$ cat config.mk
export PLATFORM = sky130hd
export DESIGN_NAME = word_builder
export DESIGN_NICKNAME = d
export VERILOG_FILES = /design/src/rtl/word_pkg.sv /design/src/rtl/word_builder.sv
export SDC_FILE = /design/constraint.sdc
export NUM_CORES = 1
export LEC_CHECK = 0
export ABC_AREA = 1
export BUFFER_PORTS_ARGS = -buffer_cell sky130_fd_sc_hd__buf_4
export CORE_MARGIN = 2
export CORE_UTILIZATION = 30
export CTS_CLUSTER_DIAMETER = 60
export DETAILED_ROUTE_END_ITERATION = 6
export SLEW_MARGIN = 30
export SYNTH_ARGS = -nofsm -noshare
export SYNTH_HDL_FRONTEND = slang
export SYNTH_SLANG_ARGS = --single-unit
$ cat constraint.sdc
create_clock -name pixel_clk_in -period 4.2 [get_ports pixel_clk_in]
set_input_delay 1.26 -clock pixel_clk_in [delete_from_list [all_inputs] [get_ports pixel_clk_in]]
set_output_delay 1.26 -clock pixel_clk_in [all_outputs]
set_load 0.005 [all_outputs]
$ cat src/rtl/word_pkg.sv
// Shared definitions for the letter-array interface between word_builder and the word renderer.
package word_pkg;

    localparam int NUM_LETTERS = 10;
    localparam int CODE_WIDTH  = 6;
    localparam int LEN_W       = 4;

    typedef logic [CODE_WIDTH-1:0] letter_t;

    localparam letter_t BLANK_CODE = '0;

    typedef enum logic {
        EDIT,
        PENDING
    } state_t;

endpackage

$ cat src/rtl/word_builder.sv
// Assembles a word from a valid/ready letter stream and publishes it to the
// display buffer only at a frame boundary, so the renderer never sees a half-edited word.
module word_builder
    import word_pkg::*;
(
    input  logic              pixel_clk_in,
    input  logic              rst_in,
    input  logic              char_valid_in,
    input  letter_t           char_in,
    output logic              char_ready_out,
    input  logic              backspace_in,
    input  logic              clear_in,
    input  logic              commit_in,
    input  logic              frame_start_in,
    output letter_t           word_out [NUM_LETTERS],
    output logic [LEN_W-1:0]  length_out,
    output logic              full_out,
    output logic              pending_out,
    output logic              commit_done_out
);

    if (NUM_LETTERS > 15 || NUM_LETTERS < 1) begin : g_bad_num_letters
        $error("word_builder: NUM_LETTERS must be in 1..15 to fit length_out");
    end

    state_t           state_q, state_d;
    logic [LEN_W-1:0] len_q, len_d;
    letter_t          work_q [NUM_LETTERS];
    letter_t          work_d [NUM_LETTERS];
    letter_t          disp_q [NUM_LETTERS];
    letter_t          disp_d [NUM_LETTERS];
    logic             done_q, done_d;

    assign full_out        = (len_q == LEN_W'(NUM_LETTERS));
    assign length_out      = len_q;
    assign pending_out     = (state_q == PENDING);
    assign commit_done_out = done_q;
    assign word_out        = disp_q;

    // A letter offered alongside clear or backspace is left for the source to hold.
    assign char_ready_out = (state_q == EDIT) && !full_out && !clear_in
                            && !backspace_in && !rst_in;

    always_comb begin
        // NOTE: every signal gets a default first so no path leaves it unassigned (no latches).
        state_d = state_q;
        len_d   = len_q;
        work_d  = work_q;
        disp_d  = disp_q;
        done_d  = 1'b0;

        unique case (state_q)
            EDIT: begin
                if (clear_in) begin
                    for (int i = 0; i < NUM_LETTERS; i++) work_d[i] = BLANK_CODE;
                    len_d = '0;
                end else if (backspace_in) begin
                    if (len_q != '0) begin
                        for (int i = 0; i < NUM_LETTERS; i++) begin
                            if (LEN_W'(i) == len_q - LEN_W'(1)) work_d[i] = BLANK_CODE;
                        end
                        len_d = len_q - LEN_W'(1);
                    end
                end else if (char_valid_in && char_ready_out) begin
                    for (int i = 0; i < NUM_LETTERS; i++) begin
                        if (LEN_W'(i) == len_q) work_d[i] = char_in;
                    end
                    len_d = len_q + LEN_W'(1);
                end
                // A frame_start in the commit cycle is deliberately ignored: latency is at least one frame.
                if (commit_in) state_d = PENDING;
            end
            PENDING: begin
                if (frame_start_in) begin
                    disp_d  = work_q;
                    state_d = EDIT;
                    done_d  = 1'b1;
                end
            end
            default: state_d = EDIT;
        endcase
    end

    always_ff @(posedge pixel_clk_in) begin
        // NOTE: sequential state uses non-blocking assignments only, so all flops update together.
        if (rst_in) begin
            state_q <= EDIT;
            len_q   <= '0;
            done_q  <= 1'b0;
            // NOTE: both buffers are reset because a blank word after reset is visible behaviour.
            for (int i = 0; i < NUM_LETTERS; i++) begin
                work_q[i] <= BLANK_CODE;
                disp_q[i] <= BLANK_CODE;
            end
        end else begin
            state_q <= state_d;
            len_q   <= len_d;
            done_q  <= done_d;
            work_q  <= work_d;
            disp_q  <= disp_d;
        end
    end

endmodule

==> flow_metrics.py, run 1 <==
metrics = {
    "clocking": {
        "cts.sinks": 126,
        "cts_buffers": 17,
        "cts_tree": "built",
        "htreeDepth": 4,
        "hold_buffers": 0,
        "cts.repair.resized": 0,
        "cts_root_buf": "clkbuf_16",
        "clkTransAtPathRegs_ns": 0.06,
        "clk-insertion-delay-late_ns": 0.42,
        "clk_path_buf_depth": 2,
        "cts_setup_buffers": 0,
    },
    "route": {
        "met1_length_um": 6587,
        "wl_met3_um": 547,
        "drc": 0,
        "dr.pass1.iters": 4,
        "wire_per_inst_um": 12.74,
        "dr_wl_met2_um": 5665,
        "viasPerCell": 4.404,
        "dr.max_layer_used": "met4",
        "drt_iter0_markers": 282,
        "dr_total_vias": 4470,
        "ant_nets": 0,
        "routed_wl_um": 12940,
    },
    "worst_setup_path": {
        "worstReg2RegStart": "length_out[0]$_SDFFE_PP0P_",
        "worst_path_most_repeated_cell": "buf_4",
        "crit_slowest_cell": "nor4_1",
        "path_buf_inv": 3,
        "endpoint_kind": "output port",
        "required_ns": 2.94,
        "path_cells": "buf_4 -> nor2_1 -> inv_1 -> nor4_1 -> buf_4",
        "startpoint": "backspace_in",
        "critPathKind": "input port to output port",
        "slowest_delay_ns": 0.23,
        "crit_fanout": 4,
        "cp-start-kind": "input port",
        "worst-endpoint-arrival_ns": 2.04,
        "critical_path.top_delay_family": "buffers and inverters",
    },
    "global_route": {
        "grt_pass1_vias": 4185,
        "overflow": 0,
        "grt_pass1_wl_um": 21580,
        "antenna_found_initial": 0,
        "grt_use_total": 0.1524,
        "grt_max_degree": 62,
    },
    "die": {
        "die-area_sq_mm": 0.01810,
        "start_util": 0.3072,
        "pin_count": 81,
        "coreArea_sq_mm": 0.01664,
        "rows": 47,
        "die_x_um": 134.5,
        "fp.dieH_um": 134.5,
    },
    "timing": {
        "max_freq_ghz": 0.3034,
        "skew_ns": 0.008103,
        "fin_crit_sh": 0.7849,
        "slew_headroom": 0.4470,
        "drv_slew": 0,
        "setup_viol": 0,
        "hold_viol": 0,
        "finalSetupTns_ns": 0,
        "worstMarginPinSlew_ns": 0.8286,
        "period_needed_ns": 3.296,
        "fin_ws_ns": 0.9036,
        "rsz0062_at_grt": "no",
    },
    "final_layout": {
        "area_growth_pct": 26.33,
        "multi_input_area_sq_mm": 0.002223,
        "register_area_sq_mm": 0.002522,
        "num-fill-cells": 1757,
        "antenna_cells": 0,
        "fin_cells": 1015,
        "drive_gt1_frac": 0.1811,
        "fin_area_sq_mm": 0.006459,
        "final_nets": 799,
    },
    "yosys": {
        "yosys.area_share.xor_xnor": 0.001713,
        "synthArstFlopShare": 0,
        "synth_ff_type": "dfxtp_1",
        "synth_mux_area_frac": 0.001958,
        "synth-simple-area-share": 0.3551,
        "synth_compound_area_frac": 0.06535,
        "avgSynthCellArea_sq_um": 7.211,
        "synth-edff-count": 0,
        "yosysWarnings": 0,
        "syn-num-nets": 726,
        "syn_inst": 709,
        "yosysSeqAreaShare": 0.4934,
        "synth_top_family_by_area": "simple AND/OR/NAND/NOR gates",
        "synth_area_sq_mm": 0.005112,
        "synth_fa_ha_area_frac": 0.009790,
        "ys_seq_elements": 126,
        "synth.distinct_cells": 31,
    },
    "pwr": {
        "power_density_mw_per_mm2": 471.5,
        "p_leak_nw": 3.141,
        "total_power_mw": 3.045,
        "ir_worst_vdd_mv": 0.2634,
    },
    "placement": {
        "port_buffers": 80,
        "hpwl_um": 8708,
        "pre_cts_slack_ns": 0.8963,
        "place.gp.congestion": 0.7905,
        "place_inst": 983,
        "dpl_cell_area_sq_mm": 0.005906,
    },
    "run": {
        "drv_cap": 0,
    },
    "worst_hold_path": {
        "hp-class": "register to register",
        "hold_start": "work_q[14]$_SDFFE_PP0P_",
    },
    "outcome": {
        "status": "finished, final reports clean",
    },
}
[cell families (layout without fill, tap and decap cells)]
kind of cell | count (synthesis) | after routing
fa+ha+maj | 4 | 4
compound gates | 60 | 60
simple gates | 424 | 424
mux | 1 | 1
buf+inv | 93 | 179
xor+xnor | 1 | 1
flops | 126 | 126
[worst register-to-register path, stage by stage, from the launching register on]
cell and delay (ns):
dfxtp_1 0.41, inv_1 0.15, ha_1 0.28, nand3_1 0.16, nand4_2 0.17, a21oi_4 0.26, nand3_1 0.38, nor2_1 0.22
nor2_1 0.06
[cell usage after synthesis (2+ instances only)]
library cell | n | area, sq um
inv_1 | 57 | 214.0
buf_2 | 3 | 15.01
a21oi_1 | 11 | 55.05
nand3_1 | 88 | 440.4
o21ai_2 | 2 | 17.52
clkbuf_1 | 20 | 75.07
buf_4 | 3 | 22.52
o21ai_0 | 41 | 205.2
buf_1 | 4 | 15.01
nand2_2 | 4 | 25.02
dfxtp_1 | 126 | 2522
nand2_4 | 2 | 22.52
nand4_1 | 6 | 37.54
inv_2 | 5 | 18.77
nor2_4 | 3 | 33.78
nor2_1 | 115 | 431.7
nand4_2 | 2 | 25.02
nand2_1 | 196 | 735.7
ha_1 | 4 | 50.05
nor2_2 | 6 | 37.54
[final cells by class]
class	count	area share
Clock buffer	21	0.07129
Clock inverter	11	0.01434
Inverter	62	0.03623
Multi-Input combinational cell	490	0.3442
Sequential cell	126	0.3905
Tap cell	220	0.04262
Timing Repair Buffer	85	0.1007
[worst paths after layout]
path,endpoint,slack (ns),cells after the start
setup reg to reg,work_q[48]$_SDFFE_PP0P_,2.01,8
setup / recovery,char_ready_out,0.90,5
hold / removal,word_out[14]$_SDFFE_PP0P_,0.45,2
hold reg to reg,word_out[14]$_SDFFE_PP0P_,0.45,2
[sequential cells by signal, summed over array words and instances (netlist names)]
signal	flops
pending_out	1
length_out	4
work_q	60
word_out	60
commit_done_out	1
[where the power goes]
group          total, mW  leakage [nW]  switching (mW)  internal (mW)
logic              0.375          1.84           0.247          0.128
registers           1.31          1.03          0.0362           1.27
clock network       1.36         0.272           0.525          0.838
[layer usage]
metal,GRT usage,vias to the layer above
met3,0.04129,13
met2,0.2338,92
met4,0.06316,0
li1,-,2383
met5,0,-
met1,0.2027,1982
[cells in the final DEF (no fill, tap or decap), drive strengths merged]
cell | Yosys | final
nand2 | 202 | 202
clkinvlp | 0 | 2
nor2 | 124 | 124
dfxtp | 126 | 126
clkbuf | 20 | 21
mux2i | 1 | 1
ha | 4 | 4
nand3b | 1 | 1
clkinv | 0 | 9
bufinv | 0 | 1
nand4 | 8 | 8
a21oi | 13 | 13
o21bai | 1 | 1
inv | 62 | 61
xor2 | 1 | 1
buf | 11 | 85
nand3 | 88 | 88
nor4 | 1 | 1
o21ai | 44 | 44
o211a | 1 | 1
o32ai | 1 | 1
[through the flow]
step             util  hold slack [ns]
5_1_grt        0.3881           0.4688
3_3_place_gp   0.3549           0.4317
4_1_cts        0.3881           0.4475
6_report       0.3881           0.4455
2_1_floorplan       -           0.4191
3_5_place_dp   0.3549           0.4354
Power figures use the tool's default switching activity.
==> run 2, diff against run 1 <==
- clock period: 4.2 -> 2.9 ns (I/O delays scaled with it)
==> run 2 against run 1 <==
Compared with the run above:
- sequential share of layout area decreased by 0.57 points
- count of clock-buffer cells in the layout decreased by 4
- combinational power up 46%
- clock power rose by 68%
- sequential cell count unchanged
- first-iteration DRC count down 5.7%
- sequential power rose by 44%
- largest power group unchanged
- critical endpoint unchanged
- utilization rose by 0.58 points
- worst setup slack worse by 0.68 ns
- total power rose by 55%
- worst hold slack got worse by 0.0016 ns
==> flow_metrics.py, run 2 (synthesized netlist as in run 1, its figures left out) <==
metrics = {
    "outcome": {
        "status": "finished, final reports clean",
    },
    "placement": {
        "place.gp.congestion": 0.8445,
        "dpl_cell_area_sq_mm": 0.005921,
        "hpwl_um": 8827,
        "port_buffers": 80,
        "place_inst": 985,
    },
    "clocking": {
        "cts_setup_buffers": 0,
        "clkTransAtPathRegs_ns": 0.06,
        "cts.sinks": 126,
        "cts_buffers": 17,
        "cts_tree": "built",
        "htreeDepth": 4,
        "clk-insertion-delay-late_ns": 0.43,
        "hold_buffers": 0,
        "cts_root_buf": "clkbuf_16",
        "cts.repair.resized": 0,
        "clk_path_buf_depth": 2,
    },
    "pwr": {
        "power_density_mw_per_mm2": 722.1,
        "p_leak_nw": 3.178,
        "ir_worst_vdd_mv": 0.4022,
        "total_power_mw": 4.733,
    },
    "timing": {
        "worstMarginPinSlew_ns": 0.6636,
        "finalSetupTns_ns": 0,
        "period_needed_ns": 2.675,
        "max_freq_ghz": 0.3738,
        "hold_slack_ns": 0.4439,
        "skew_ns": 0.01432,
        "slew_headroom": 0.5576,
        "rsz0062_at_grt": "no",
        "hold_viol": 0,
        "fin_crit_sh": 0.9225,
        "drv_slew": 0,
        "setup_viol": 0,
    },
    "global_route": {
        "grt_use_total": 0.1526,
        "grt_use_met3": 0.04392,
        "busiest_layer": "met2",
        "grt_pass1_vias": 4147,
        "overflow": 0,
        "grt_pass1_wl_um": 21760,
        "antenna_found_initial": 0,
        "grtUsageMet2": 0.2361,
        "globalRouteMet1Util": 0.2042,
        "grt_max_degree": 62,
    },
    "die": {
        "rows": 47,
        "pin_count": 81,
        "die_x_um": 134.5,
        "coreArea_sq_mm": 0.01664,
        "fp.dieH_um": 134.5,
        "die-area_sq_mm": 0.01810,
        "start_util": 0.3072,
    },
    "route": {
        "drc": 0,
        "dr_total_vias": 4576,
        "ant_nets": 0,
        "viasPerCell": 4.500,
        "drt_iter0_markers": 266,
        "routed_wl_um": 13410,
        "wire_per_inst_um": 13.18,
        "dr.pass1.iters": 5,
    },
    "final_layout": {
        "num-fill-cells": 1754,
        "layout_commonest_cell": "nand2_1",
        "fin_cells": 1017,
        "multi_input_area_sq_mm": 0.002223,
        "drive_gt1_frac": 0.1857,
        "final_cell_mix": "nand2_1, dfxtp_1, nor2_1, nand3_1, buf_4",
        "final_nets": 801,
        "area_growth_pct": 28.22,
        "antenna_cells": 0,
        "fin_area_sq_mm": 0.006555,
        "register_area_sq_mm": 0.002522,
    },
    "worst_setup_path": {
        "endpoint_kind": "output port",
        "worst-endpoint-arrival_ns": 1.81,
        "required_ns": 2.03,
        "critPathKind": "register to output port",
        "crit_fanout": 7,
        "cp-start-kind": "register",
    },
    "run": {
        "drv_cap": 0,
    },
    "worst_hold_path": {
        "hp-class": "register to register",
    },
}
## run 2: stage by stage
stage / setup WS, ns / utilization
after floorplan: 0.3468 / -
after global placement: 0.3564 / 0.3558
after detailed placement: 0.3698 / 0.3558
after CTS: 0.1887 / 0.3939
after global routing: 0.09183 / 0.3939
final: 0.2248 / 0.3939
## run 2: worst paths after layout
check | from | endpoint | slack [ns] | depth (start not counted)
worst max register to register | length_out[0]$_SDFFE_PP0P_ | work_q[3]$_SDFFE_PP0P_ | 0.85 | 12
worst min register to register | work_q[10]$_SDFFE_PP0P_ | word_out[10]$_SDFFE_PP0P_ | 0.44 | 2
worst min-delay path | work_q[10]$_SDFFE_PP0P_ | word_out[10]$_SDFFE_PP0P_ | 0.44 | 2
worst max-delay path | length_out[0]$_SDFFE_PP0P_ | char_ready_out | 0.22 | 6
## run 2: area by class of cell
type                    count  share of cell area
flip-flops and latches    126              0.3848
multi-input cells         490              0.3392
repair buffers             87              0.1015
clock buffers              17             0.06490
well taps                 220             0.04199
inverters                  62             0.03569
clock inverters            15             0.03188
## run 2: where the power goes
| part | leakage [nW] | internal, mW | switching (mW) |
|---|---|---|---|
| registers | 1.03 | 1.84 | 0.0530 |
| clock network | 0.301 | 1.45 | 0.843 |
| logic | 1.85 | 0.188 | 0.361 |
| total | 3.18 | 3.48 | 1.26 |
## run 2: routing by layer
metal	up-vias	part of all wire
met1	2061	0.49
met5	-	0
met3	19	0.049
met4	0	0.016
li1	2396	-
met2	100	0.44
## run 2: critical path, cell delays in order (launching register included)
cell and delay, ns:
dfxtp_1 0.40, inv_1 0.14, ha_1 0.28, nand3_1 0.16, inv_1 0.08, nor4_1 0.17
buf_4 0.15
